## src/rtl/muldiv_unit_pkg.sv

```systemverilog
// Shared constants for the multiply/divide unit: operation encodings and
// small decode helpers used by the top level.
package muldiv_unit_pkg;

  typedef enum logic [1:0] {
    MD_MULT  = 2'd0,
    MD_MULTU = 2'd1,
    MD_DIV   = 2'd2,
    MD_DIVU  = 2'd3
  } md_op_e;

  // Divide operations have the upper encoding bit set.
  function automatic logic op_is_div(input md_op_e op);
    return op[1];
  endfunction

  // Signed operations have the low encoding bit clear.
  function automatic logic op_is_signed(input md_op_e op);
    return ~op[0];
  endfunction

endpackage

```

## src/rtl/muldiv_unit_if.sv

```systemverilog
// Launch/result bundle between the EX stage and the multiply/divide unit.
//
// Handshake: the pipeline raises start for one cycle with op/a/b stable;
// the unit accepts it only when idle or in its done cycle (busy low) and
// abort is low. busy then stays high until the result cycle, in which
// done pulses for one cycle and hi/lo/div_by_zero become valid and stay
// valid until the next committed result. abort cancels an accepted
// operation without producing done.
interface muldiv_unit_if #(parameter int WIDTH = 32);
  logic             start;
  logic [1:0]       op;
  logic [WIDTH-1:0] a;
  logic [WIDTH-1:0] b;
  logic             abort;
  logic             busy;
  logic             done;
  logic [WIDTH-1:0] hi;
  logic [WIDTH-1:0] lo;
  logic             div_by_zero;

  modport master (
    output start, op, a, b, abort,
    input  busy, done, hi, lo, div_by_zero
  );

  modport slave (
    input  start, op, a, b, abort,
    output busy, done, hi, lo, div_by_zero
  );
endinterface

```

## src/rtl/muldiv_unit_negate.sv

```systemverilog
// Conditional two's-complement negate, used both to take operand
// magnitudes and to restore the sign of results.
module muldiv_negate #(
  parameter int W = 32
) (
  input  logic [W-1:0] i_val,
  input  logic         i_neg,
  output logic [W-1:0] o_val
);

  assign o_val = i_neg ? (~i_val + W'(1)) : i_val;

endmodule

```

## src/rtl/muldiv_unit.sv

```systemverilog
// Iterative radix-2 multiply / restoring divide unit producing HI/LO.
// One FSM: IDLE -> RUN (WIDTH iterations) -> SIGN (fix-up, commit) -> DONE.
module muldiv_unit #(
  parameter int WIDTH = 32
) (
  input  logic              clock,
  input  logic              reset,
  muldiv_unit_if.slave      bus,
  output logic [1:0]        o_dbg_state
);
  import muldiv_unit_pkg::*;

  localparam int CW = $clog2(WIDTH + 1);

  typedef enum logic [1:0] {
    S_IDLE = 2'd0,
    S_RUN  = 2'd1,
    S_SIGN = 2'd2,
    S_DONE = 2'd3
  } state_e;

  state_e             r_state;
  state_e             w_state_nxt;

  logic [CW-1:0]      r_cnt;
  // Multiply: {partial product high, multiplier / product low}.
  // Divide:   {partial remainder, dividend / quotient}.
  logic [2*WIDTH-1:0] r_acc;
  logic [WIDTH-1:0]   r_opnd;      // multiplicand or divisor magnitude
  logic [WIDTH-1:0]   r_a_raw;     // unmodified dividend for divide-by-zero
  logic               r_is_div;
  logic               r_neg_lo;    // negate product / quotient
  logic               r_neg_hi;    // negate remainder
  logic               r_dbz;

  logic [WIDTH-1:0]   r_hi;
  logic [WIDTH-1:0]   r_lo;
  logic               r_dbz_out;
  logic               r_busy;
  logic               r_done;

  logic               w_idle_or_done;
  logic               w_accept;
  logic               w_signed;
  logic               w_is_div;
  logic               w_neg_a;
  logic               w_neg_b;
  logic [WIDTH-1:0]   w_abs_a;
  logic [WIDTH-1:0]   w_abs_b;
  logic [WIDTH:0]     w_mul_sum;
  logic [2*WIDTH-1:0] w_mul_next;
  logic [WIDTH:0]     w_div_trial;
  logic [2*WIDTH-1:0] w_div_next;
  logic [2*WIDTH-1:0] w_prod;
  logic [WIDTH-1:0]   w_quo;
  logic [WIDTH-1:0]   w_rem;

  assign w_idle_or_done = (r_state == S_IDLE) || (r_state == S_DONE);
  // abort wins over start, so a flushed launch is never accepted.
  assign w_accept       = bus.start && !bus.abort && w_idle_or_done;
  assign w_signed       = op_is_signed(md_op_e'(bus.op));
  assign w_is_div       = op_is_div(md_op_e'(bus.op));
  assign w_neg_a        = w_signed && bus.a[WIDTH-1];
  assign w_neg_b        = w_signed && bus.b[WIDTH-1];

  muldiv_negate #(.W(WIDTH)) u_abs_a (
    .i_val (bus.a),
    .i_neg (w_neg_a),
    .o_val (w_abs_a)
  );

  muldiv_negate #(.W(WIDTH)) u_abs_b (
    .i_val (bus.b),
    .i_neg (w_neg_b),
    .o_val (w_abs_b)
  );

  // Shift-add step: add multiplicand into the high half when the current
  // multiplier bit is set, keeping the carry, then shift right one.
  assign w_mul_sum  = {1'b0, r_acc[2*WIDTH-1:WIDTH]} + {1'b0, r_opnd};
  assign w_mul_next = r_acc[0] ? {w_mul_sum, r_acc[WIDTH-1:1]}
                               : {1'b0, r_acc[2*WIDTH-1:1]};

  // Restoring step: shift the next dividend bit into the remainder and
  // keep the difference only if it did not go negative. When the trial
  // fails the remainder is below the divisor, so its shifted MSB is zero.
  assign w_div_trial = r_acc[2*WIDTH-1:WIDTH-1] - {1'b0, r_opnd};
  assign w_div_next  = w_div_trial[WIDTH]
                     ? {r_acc[2*WIDTH-2:0], 1'b0}
                     : {w_div_trial[WIDTH-1:0], r_acc[WIDTH-2:0], 1'b1};

  muldiv_negate #(.W(2*WIDTH)) u_fix_prod (
    .i_val (r_acc),
    .i_neg (r_neg_lo),
    .o_val (w_prod)
  );

  muldiv_negate #(.W(WIDTH)) u_fix_quo (
    .i_val (r_acc[WIDTH-1:0]),
    .i_neg (r_neg_lo),
    .o_val (w_quo)
  );

  muldiv_negate #(.W(WIDTH)) u_fix_rem (
    .i_val (r_acc[2*WIDTH-1:WIDTH]),
    .i_neg (r_neg_hi),
    .o_val (w_rem)
  );

  // State register.
  always_ff @(posedge clock) begin
    if (reset) r_state <= S_IDLE;
    else       r_state <= w_state_nxt;
  end

  // Next-state logic.
  always_comb begin
    w_state_nxt = r_state;
    case (r_state)
      S_IDLE: if (w_accept) w_state_nxt = S_RUN;
      S_RUN: begin
        if (bus.abort)          w_state_nxt = S_IDLE;
        else if (r_cnt == '0)   w_state_nxt = S_SIGN;
      end
      S_SIGN: w_state_nxt = bus.abort ? S_IDLE : S_DONE;
      S_DONE: w_state_nxt = w_accept ? S_RUN : S_IDLE;
      default: w_state_nxt = S_IDLE;
    endcase
  end

  // Operand capture at acceptance and one datapath iteration per RUN cycle.
  always_ff @(posedge clock) begin
    if (reset) begin
      r_cnt    <= '0;
      r_acc    <= '0;
      r_opnd   <= '0;
      r_a_raw  <= '0;
      r_is_div <= 1'b0;
      r_neg_lo <= 1'b0;
      r_neg_hi <= 1'b0;
      r_dbz    <= 1'b0;
    end else if (w_accept) begin
      r_cnt    <= CW'(WIDTH - 1);
      r_is_div <= w_is_div;
      r_neg_lo <= w_signed && (bus.a[WIDTH-1] ^ bus.b[WIDTH-1]);
      r_neg_hi <= w_signed && w_is_div && bus.a[WIDTH-1];
      r_dbz    <= w_is_div && (bus.b == '0);
      r_a_raw  <= bus.a;
      if (w_is_div) begin
        r_acc  <= {{WIDTH{1'b0}}, w_abs_a};
        r_opnd <= w_abs_b;
      end else begin
        r_acc  <= {{WIDTH{1'b0}}, w_abs_b};
        r_opnd <= w_abs_a;
      end
    end else if (r_state == S_RUN) begin
      r_cnt <= r_cnt - CW'(1);
      r_acc <= r_is_div ? w_div_next : w_mul_next;
    end
  end

  // Registered outputs: status follows the next state, results commit
  // only on a non-aborted SIGN edge and otherwise hold.
  always_ff @(posedge clock) begin
    if (reset) begin
      r_busy    <= 1'b0;
      r_done    <= 1'b0;
      r_hi      <= '0;
      r_lo      <= '0;
      r_dbz_out <= 1'b0;
    end else begin
      r_busy <= (w_state_nxt == S_RUN) || (w_state_nxt == S_SIGN);
      r_done <= (w_state_nxt == S_DONE);
      if ((r_state == S_SIGN) && !bus.abort) begin
        r_dbz_out <= r_dbz;
        if (r_dbz) begin
          r_lo <= '1;
          r_hi <= r_a_raw;
        end else if (r_is_div) begin
          r_lo <= w_quo;
          r_hi <= w_rem;
        end else begin
          r_lo <= w_prod[WIDTH-1:0];
          r_hi <= w_prod[2*WIDTH-1:WIDTH];
        end
      end
    end
  end

  assign bus.busy        = r_busy;
  assign bus.done        = r_done;
  assign bus.hi          = r_hi;
  assign bus.lo          = r_lo;
  assign bus.div_by_zero = r_dbz_out;
  assign o_dbg_state     = r_state;

endmodule

```

## src/flat_wrapper.sv

```systemverilog
// flat-port wrapper written by rule: the top's interface ports become plain ports
module muldiv_unit_flat import muldiv_unit_pkg::*;
#(
  parameter int WIDTH = 32
)
  (clock, reset, o_dbg_state, bus_start, bus_op, bus_a, bus_b, bus_abort, bus_busy, bus_done, bus_hi, bus_lo, bus_div_by_zero);
  muldiv_unit_if #(.WIDTH(WIDTH)) bus_i ();
  input  logic clock;
  input  logic reset;
  output logic [1:0] o_dbg_state;
  input wire logic [$bits(bus_i.start)-1:0] bus_start;
  input wire logic [$bits(bus_i.op)-1:0] bus_op;
  input wire logic [$bits(bus_i.a)-1:0] bus_a;
  input wire logic [$bits(bus_i.b)-1:0] bus_b;
  input wire logic [$bits(bus_i.abort)-1:0] bus_abort;
  output wire logic [$bits(bus_i.busy)-1:0] bus_busy;
  output wire logic [$bits(bus_i.done)-1:0] bus_done;
  output wire logic [$bits(bus_i.hi)-1:0] bus_hi;
  output wire logic [$bits(bus_i.lo)-1:0] bus_lo;
  output wire logic [$bits(bus_i.div_by_zero)-1:0] bus_div_by_zero;
  assign bus_i.start = bus_start;
  assign bus_i.op = bus_op;
  assign bus_i.a = bus_a;
  assign bus_i.b = bus_b;
  assign bus_i.abort = bus_abort;
  assign bus_busy = bus_i.busy;
  assign bus_done = bus_i.done;
  assign bus_hi = bus_i.hi;
  assign bus_lo = bus_i.lo;
  assign bus_div_by_zero = bus_i.div_by_zero;
  muldiv_unit #(.WIDTH(WIDTH)) u_core (.clock(clock), .reset(reset), .bus(bus_i), .o_dbg_state(o_dbg_state));
endmodule
```

## config.mk

```make
export PLATFORM = sky130hd
export DESIGN_NAME = muldiv_unit_flat
export DESIGN_NICKNAME = d
export VERILOG_FILES = /design/src/rtl/muldiv_unit_pkg.sv /design/src/rtl/muldiv_unit_if.sv /design/src/rtl/muldiv_unit_negate.sv /design/src/rtl/muldiv_unit.sv /design/src/flat_wrapper.sv
export SDC_FILE = /design/constraint.sdc
export NUM_CORES = 1
export LEC_CHECK = 0
export CAP_MARGIN = 40
export CORE_MARGIN = 2
export CORE_UTILIZATION = 40
export CTS_BUF_LIST = sky130_fd_sc_hd__clkbuf_8
export DETAILED_ROUTE_END_ITERATION = 7
export REMOVE_ABC_BUFFERS = 1
export SLEW_MARGIN = 15
export SYNTH_ARGS = -nofsm -noshare
export SYNTH_HDL_FRONTEND = slang
export SYNTH_SLANG_ARGS = --single-unit
```

## constraint.sdc

```tcl
create_clock -name clock -period 3.1 [get_ports clock]
set_clock_uncertainty 0.2 [all_clocks]
set_input_delay 0.775 -clock clock [delete_from_list [all_inputs] [get_ports clock]]
set_output_delay 0.775 -clock clock [all_outputs]
set_load 0.05 [all_outputs]
```

# Yosys cells after proc, flatten, opt, wreduce, memory -nomap -nowiden
# Index checks and enable logic that the tools add are counted.
# totals
register_bits	207
out_inout_bits	69
wordCells	77
input_bits	70
# classes
bitwise_logic	7
n_eq_ne	6
n_addsub	8
mux	24
n_reduce_logical	17
# op_table
cell	n
64-bit two-way mux	6
32-bit two-way mux	10
32-bit by 1-bit adder with 32-bit output (second input constant)	4
32-bit NOT	4
64-bit by 1-bit adder with 64-bit output (second input constant)	1
64-bit NOT	1
32-bit by 32-bit adder with 33-bit output	1
33-bit by 32-bit subtractor with 33-bit output	1
32-bit logical NOT	1
5-bit two-way mux	2
1-bit logical AND	9
2-bit equality test (second input constant)	4
2-bit two-way mux	4
2-bit one-hot mux with 4 select lines	1
6-bit logical NOT	1
6-bit by 1-bit subtractor with 6-bit output (second input constant)	1
2-bit by 1-bit equality test with 1-bit output (second input constant)	2
2-bit logical NOT	1
1-bit logical OR	2
2-bit nonzero test	1
2-bit OR reduction	1
1-bit logical NOT	1
1-bit two-way mux	1
1-bit NOT	1
1-bit XOR	1

# Logic depth before layout (Yosys ltp)
# depth
depth_word	7
mapped_depth	13
mapped_depth_nobuf	12

# By module
# A second synthesis with hierarchy kept.
# unflattened
cells_unflattened	2422
hier_area_um2	18910.6
# by_module_without_submodules
module	seq_area_each_um2	area_each_um2	cells_each	instances
muldiv_unit	4144.0	14153.6	1820	1
muldiv_negate (u_core.u_abs_a ...)	0.0	777.0	99	4
muldiv_negate (u_core.u_fix_prod)	0.0	1649.1	206	1

# Worst setup path before layout
# OpenSTA, ideal clock, no wires.
# synth_timing
kind	register -> register
from	register u_core.r_acc[32]
to	register u_core.r_acc[0]
n_path_buf	2
setup_ps	115
setup_slack_ps	-259
path_stages_with_launch	13
arrival_ps	3045
synth_period_minus_slack_ps	3359
required_ps	2785
path_cell_list	dfxtp_1 > clkbuf_1 > inv_1 > fa_1 > nand2b_1 > a21oi_1 > o21ai_1 > o2111ai_1 > a31oi_2 > xnor2_2 > buf_2 > a211oi_1 > a2111oi_0
# synth_between
elab_chain_cells	5
# synth_rtl
element	line_no	rtl
from (decl)	muldiv_unit.sv:28	logic [2*WIDTH-1:0] r_acc;
from (signal assigned)	muldiv_unit.sv:150	r_acc <= {{WIDTH{1'b0}}, w_abs_a};
from (signal assigned)	muldiv_unit.sv:153	r_acc <= {{WIDTH{1'b0}}, w_abs_b};
from (signal assigned)	muldiv_unit.sv:158	r_acc <= r_is_div ? w_div_next : w_mul_next;
33-bit by 32-bit subtractor with 33-bit output	muldiv_unit.sv:87	assign w_div_trial = r_acc[2*WIDTH-1:WIDTH-1] - {1'b0, r_opnd};
64-bit two-way mux	muldiv_unit.sv:89	? {r_acc[2*WIDTH-2:0], 1'b0}
64-bit two-way mux	muldiv_unit.sv:158	
64-bit two-way mux	muldiv_unit.sv:156	end else if (r_state == S_RUN) begin
64-bit two-way mux	muldiv_unit.sv:142	end else if (w_accept) begin
# No other way between the ends. The select of a mux whose other input is x is not followed.
# A chain may end at the register's enable or synchronous reset.

# Worst setup path after layout
# layout_timing
from	register u_core.r_acc[31]
to	register u_core.r_acc[39]
# Same word-level chain as after synthesis.

==> results <==
- The run finished, with violations left.
- The final reports fail on setup timing.
- TritonCTS built the clock tree.
- The source of the worst register-to-register timing path is u_core.r_acc[31].
- Cells with a size suffix above 1 make up 25.17% of the layout.
- The commonest cells after synthesis are nand2_1, a21oi_1, dfxtp_1.
- In the post-synthesis netlist, the biggest area contributors are dfxtp_1, a21oi_1, nand2_1.
- Wires add up to 62490 um.
- In the synthesized netlist, the number of instances is 2161.
- The all-layer global routing usage is 29.42%.
- The total inserted antenna cells is 0.
- The area of the core region is 0.03955 mm^2.
- Summing all non-filler instances in the final layout gives an area of 0.02262 mm^2.
- The min-delay analysis places its worst path in the category reg2reg.
- The worst path setup slack after routing is -0.1788 ns.
- The mapped netlist covers 0.01594 mm^2.
- The initial antenna violation count is 0.
- The average footprint of a synthesized cell is 7.374 um^2.
- Dividing the detail-routed via count by the number of cells gives 5.700.
- Summing the sequential cell areas from Yosys gives 26.01% of the chip area.
- The clock latency reported for the late side of the worst-skew pair is 0.59 ns.
- The count of final max-slew check failures is 0.
- The share of synthesized registers carrying an async set or reset is 0%.
- The total of warnings raised by yosys is 0.
- The die is 203.6 um wide.
- The worst slew slack as a fraction of its limit is 49.90%.
- In the final layout, flip-flops and latches occupy 0.004160 mm^2.
- The number of buffers created by CTS is 40.
- Yosys mapped the design onto 83 distinct sky130hd cell types.
- The number of detailed-routing iterations run before antenna repair is 5.
- 139 I/O pins were placed.
- The power density over cell area is 762.3 mW/mm^2.
- The floorplan die height is 203.6 um.
- The worst path in the final design needs a cycle of 3.279 ns, including I/O delays and setup.
- At the end of routability-driven placement, the weighted congestion stood at 0.9530.
- The arrival time at the worst endpoint is 3.53 ns.
- The critical setup path kind is reg2reg.
- The number of nets at the end of the flow is 2763.
- The number of cells on the worst hold path is 2.
- Counting flops with a built-in enable in the synthesized netlist gives 0.
- The cell with the most instances after synthesis is nand2_1.
- The capture instance of the worst register-to-register path is u_core.r_acc[39].
- The achievable frequency is 0.3050 GHz.
- Setup repair after global routing could not meet its margin everywhere.
- The worst slack after detailed placement is -0.8253 ns.
- The met3 routing resource usage after global routing is 4.458%.
- The length in cells of the worst reg-to-reg path is 17.
- Buffers placed on the I/O ports in this run total 138.
- The number of levels the H-tree was split into is 2.
- Setup violations remaining at the end of the flow were counted as 28.
- The start point of the worst min-delay path is u_core.bus.hi[28].
- For this run, the leading register cell type out of synthesis is dfxtp_1.
- The worst setup path is captured at a register.
- The first routing iteration left 1426 violations.
- After detailed routing, the number of remaining DRC violations is 0.
- The worst path required time is 3.35 ns.
- In this run the register-to-register setup slack is -0.18 ns.
- After clock tree synthesis, the clock-pin slew on the worst setup and hold paths is 0.06 ns.
- For this run the aggregate overflow at the end of global routing stands at 0.
- The layout-stage area growth over the synthesis result is 41.96%.
- Once layout is complete, the utilization of the core stands at 57.20%.
- On the final layout, the worst hold slack is 0.2457 ns.
- The final route contains 18070 vias.
- At the pin with the least slew margin, the transition time is 0.7497 ns.
- The most critical setup path has its startpoint at u_core.r_acc[31].
- The number of cell rows is 73.
- The count of fill cells added during filler insertion is 3778.
- The final number of hold-violating endpoints is 0.
- The wire length of the first global-routing pass is 96050 um.
- The pin count of the biggest net entering global routing is 110.
- The worst-case IR drop observed on VDD is 537.7 uV.
- The post-placement cell area is 0.02049 mm^2.
- Summed over all nets, the half-perimeter wirelength after detailed placement is 46860 um.
- The met2 layer usage reported by global route is 45.51%.
- The area occupied by multi-input gates is 0.01178 mm^2.
- Max-cap violations in this run came to 0.
- The number of antenna-violating nets in the routed design is 0.
- The number of global-route vias before repair is 17340.
- STA classifies the critical path startpoint as a register.
- The worst min-delay path endpoint is u_core.bus.hi[28].
- The tree is rooted in a clkbuf_8.
- The total number of clock tree sinks is 207.
- The post-synthesis register bit count is 207.
- The completed layout was analyzed and its total power is 17.24 mW.
- The floorplan step defined a die boundary enclosing 0.04145 mm^2.
- The starting density of the core is 40.29%.
- The met1 usage is 39.65%.
- The global routing stage identified its most utilized layer as met2.
- In this run the static leakage power is 9.378 nW.
- The share of the clock period used by the worst path is 105.8%.
- After detailed routing, the average wire length per cell comes to 19.71 um.
- The share of the synthesized area in the top cell type is 26.01%.
- In this run the worst path has a maximum fanout of 4.
- The number of buffers between clock root and the deepest sink is 3.
- The biggest area consumer among synthesized cells is dfxtp_1.
==> where the power goes <==
part,switching (mW),total [mW],internal (mW)
logic,5.79,10.8,5.03
clock network,1.28,3.04,1.76
registers,0.331,3.39,3.06
total,7.40,17.2,9.84
==> cell type report <==
| type | count | area share (%) |
|---|---|---|
| Inverter | 65 | 1.101 |
| Clock inverter | 23 | 0.8960 |
| Multi-Input combinational cell | 1735 | 52.07 |
| Sequential cell | 207 | 18.39 |
| Tap cell | 525 | 2.904 |
| Clock buffer | 49 | 2.981 |
| Timing Repair Buffer | 567 | 21.65 |
==> layout by cell type, fill, tap and decap left out, types with 17 or more instances in the layout <==
| cell | synthesis | final |
|---|---|---|
| buf_4 | 0 | 390 |
| nand2_1 | 271 | 257 |
| a21oi_1 | 259 | 240 |
| dfxtp_1 | 207 | 196 |
| nor2_1 | 168 | 163 |
| o21ai_0 | 153 | 124 |
| clkdlybuf4s50_1 | 0 | 120 |
| xnor2_1 | 92 | 87 |
| xor2_1 | 83 | 81 |
| inv_1 | 64 | 74 |
| o211ai_1 | 69 | 69 |
| ha_1 | 75 | 64 |
| mux2i_1 | 57 | 56 |
| clkbuf_8 | 0 | 49 |
| a211oi_1 | 46 | 42 |
| nor3_1 | 43 | 38 |
| a31oi_1 | 33 | 33 |
| a21o_1 | 30 | 30 |
| nand2b_1 | 28 | 27 |
| o21ai_1 | 8 | 27 |
| nand3_1 | 26 | 25 |
| buf_6 | 2 | 24 |
| a21oi_2 | 0 | 17 |
==> sequential cells by signal, indices dropped and copies added (netlist names) <==
| register | cells |
|---|---|
| u_core.bus.busy | 1 |
| u_core.bus.div_by_zero | 1 |
| u_core.bus.done | 1 |
| u_core.bus.hi | 32 |
| u_core.bus.lo | 32 |
| u_core.o_dbg_state | 2 |
| u_core.r_a_raw | 32 |
| u_core.r_acc | 64 |
| u_core.r_cnt | 6 |
| u_core.r_dbz | 1 |
| u_core.r_is_div | 1 |
| u_core.r_neg_hi | 1 |
| u_core.r_neg_lo | 1 |
| u_core.r_opnd | 32 |
==> per-layer routing <==
layer | wire length (um) | up-vias
met1 | 27800 | 8559
li1 | - | 8705
met4 | 3385 | 0
met2 | 27240 | 676
met5 | 0 | -
met3 | 4063 | 134
==> stage by stage <==
stage	std cells	setup TNS (ns)
finish	3171	-2.211
global route	3171	-7.537
CTS	3155	-3.599
detailed placement	3064	-43.89
global placement	3063	-39.20
floorplan	2007	-408.02
==> logic make-up after synthesis <==
| family | Yosys count | synth area share, % |
|---|---|---|
| AO/OA/AOI/OAI | 737 | 28.66 |
| AND/OR/NAND/NOR | 679 | 19.95 |
| buffers and inverters | 219 | 5.308 |
| flip-flops | 207 | 26.00 |
| XOR/XNOR | 176 | 9.721 |
| adder cells (fa/ha/maj) | 77 | 6.140 |
| multiplexers | 66 | 4.216 |
==> worst max-delay path by stage <==
stage | end | slack, ns | cells after the start
finish | u_core.r_acc[39] | -0.18 | 17
global route | u_core.r_acc[46] | -0.32 | 17
CTS | u_core.r_acc[33] | -0.22 | 17
detailed placement | u_core.r_acc[30] | -0.83 | 12
global placement | u_core.r_acc[30] | -0.76 | 10
floorplan | u_core.r_acc[46] | -4.54 | 7
==> critical path: stages, from the launching register on <==
cell	delay [ns]
dfxtp_2	0.35
inv_4	0.06
ha_4	0.16
fa_2	0.36
nand2b_4	0.16
a21oi_2	0.14
buf_6	0.13
o21ai_4	0.07
o2111ai_2	0.19
buf_4	0.16
a31oi_4	0.10
buf_6	0.15
xnor2_4	0.11
buf_6	0.16
buf_6	0.11
mux2_4	0.29
a211oi_2	0.18
nor3_1	0.08
==> timing repair <==
| action | CTS | global route |
|---|---|---|
| setup endpoints to repair | 73 | 79 |
| pin swaps | 35 | 77 |
| setup buffers | 18 | 19 |
| cloned | 1 | 2 |
| gates resized for setup | 95 | 162 |
| hold buffers | 0 | 0 |
No activity file was read; power rests on OpenSTA's default activity.
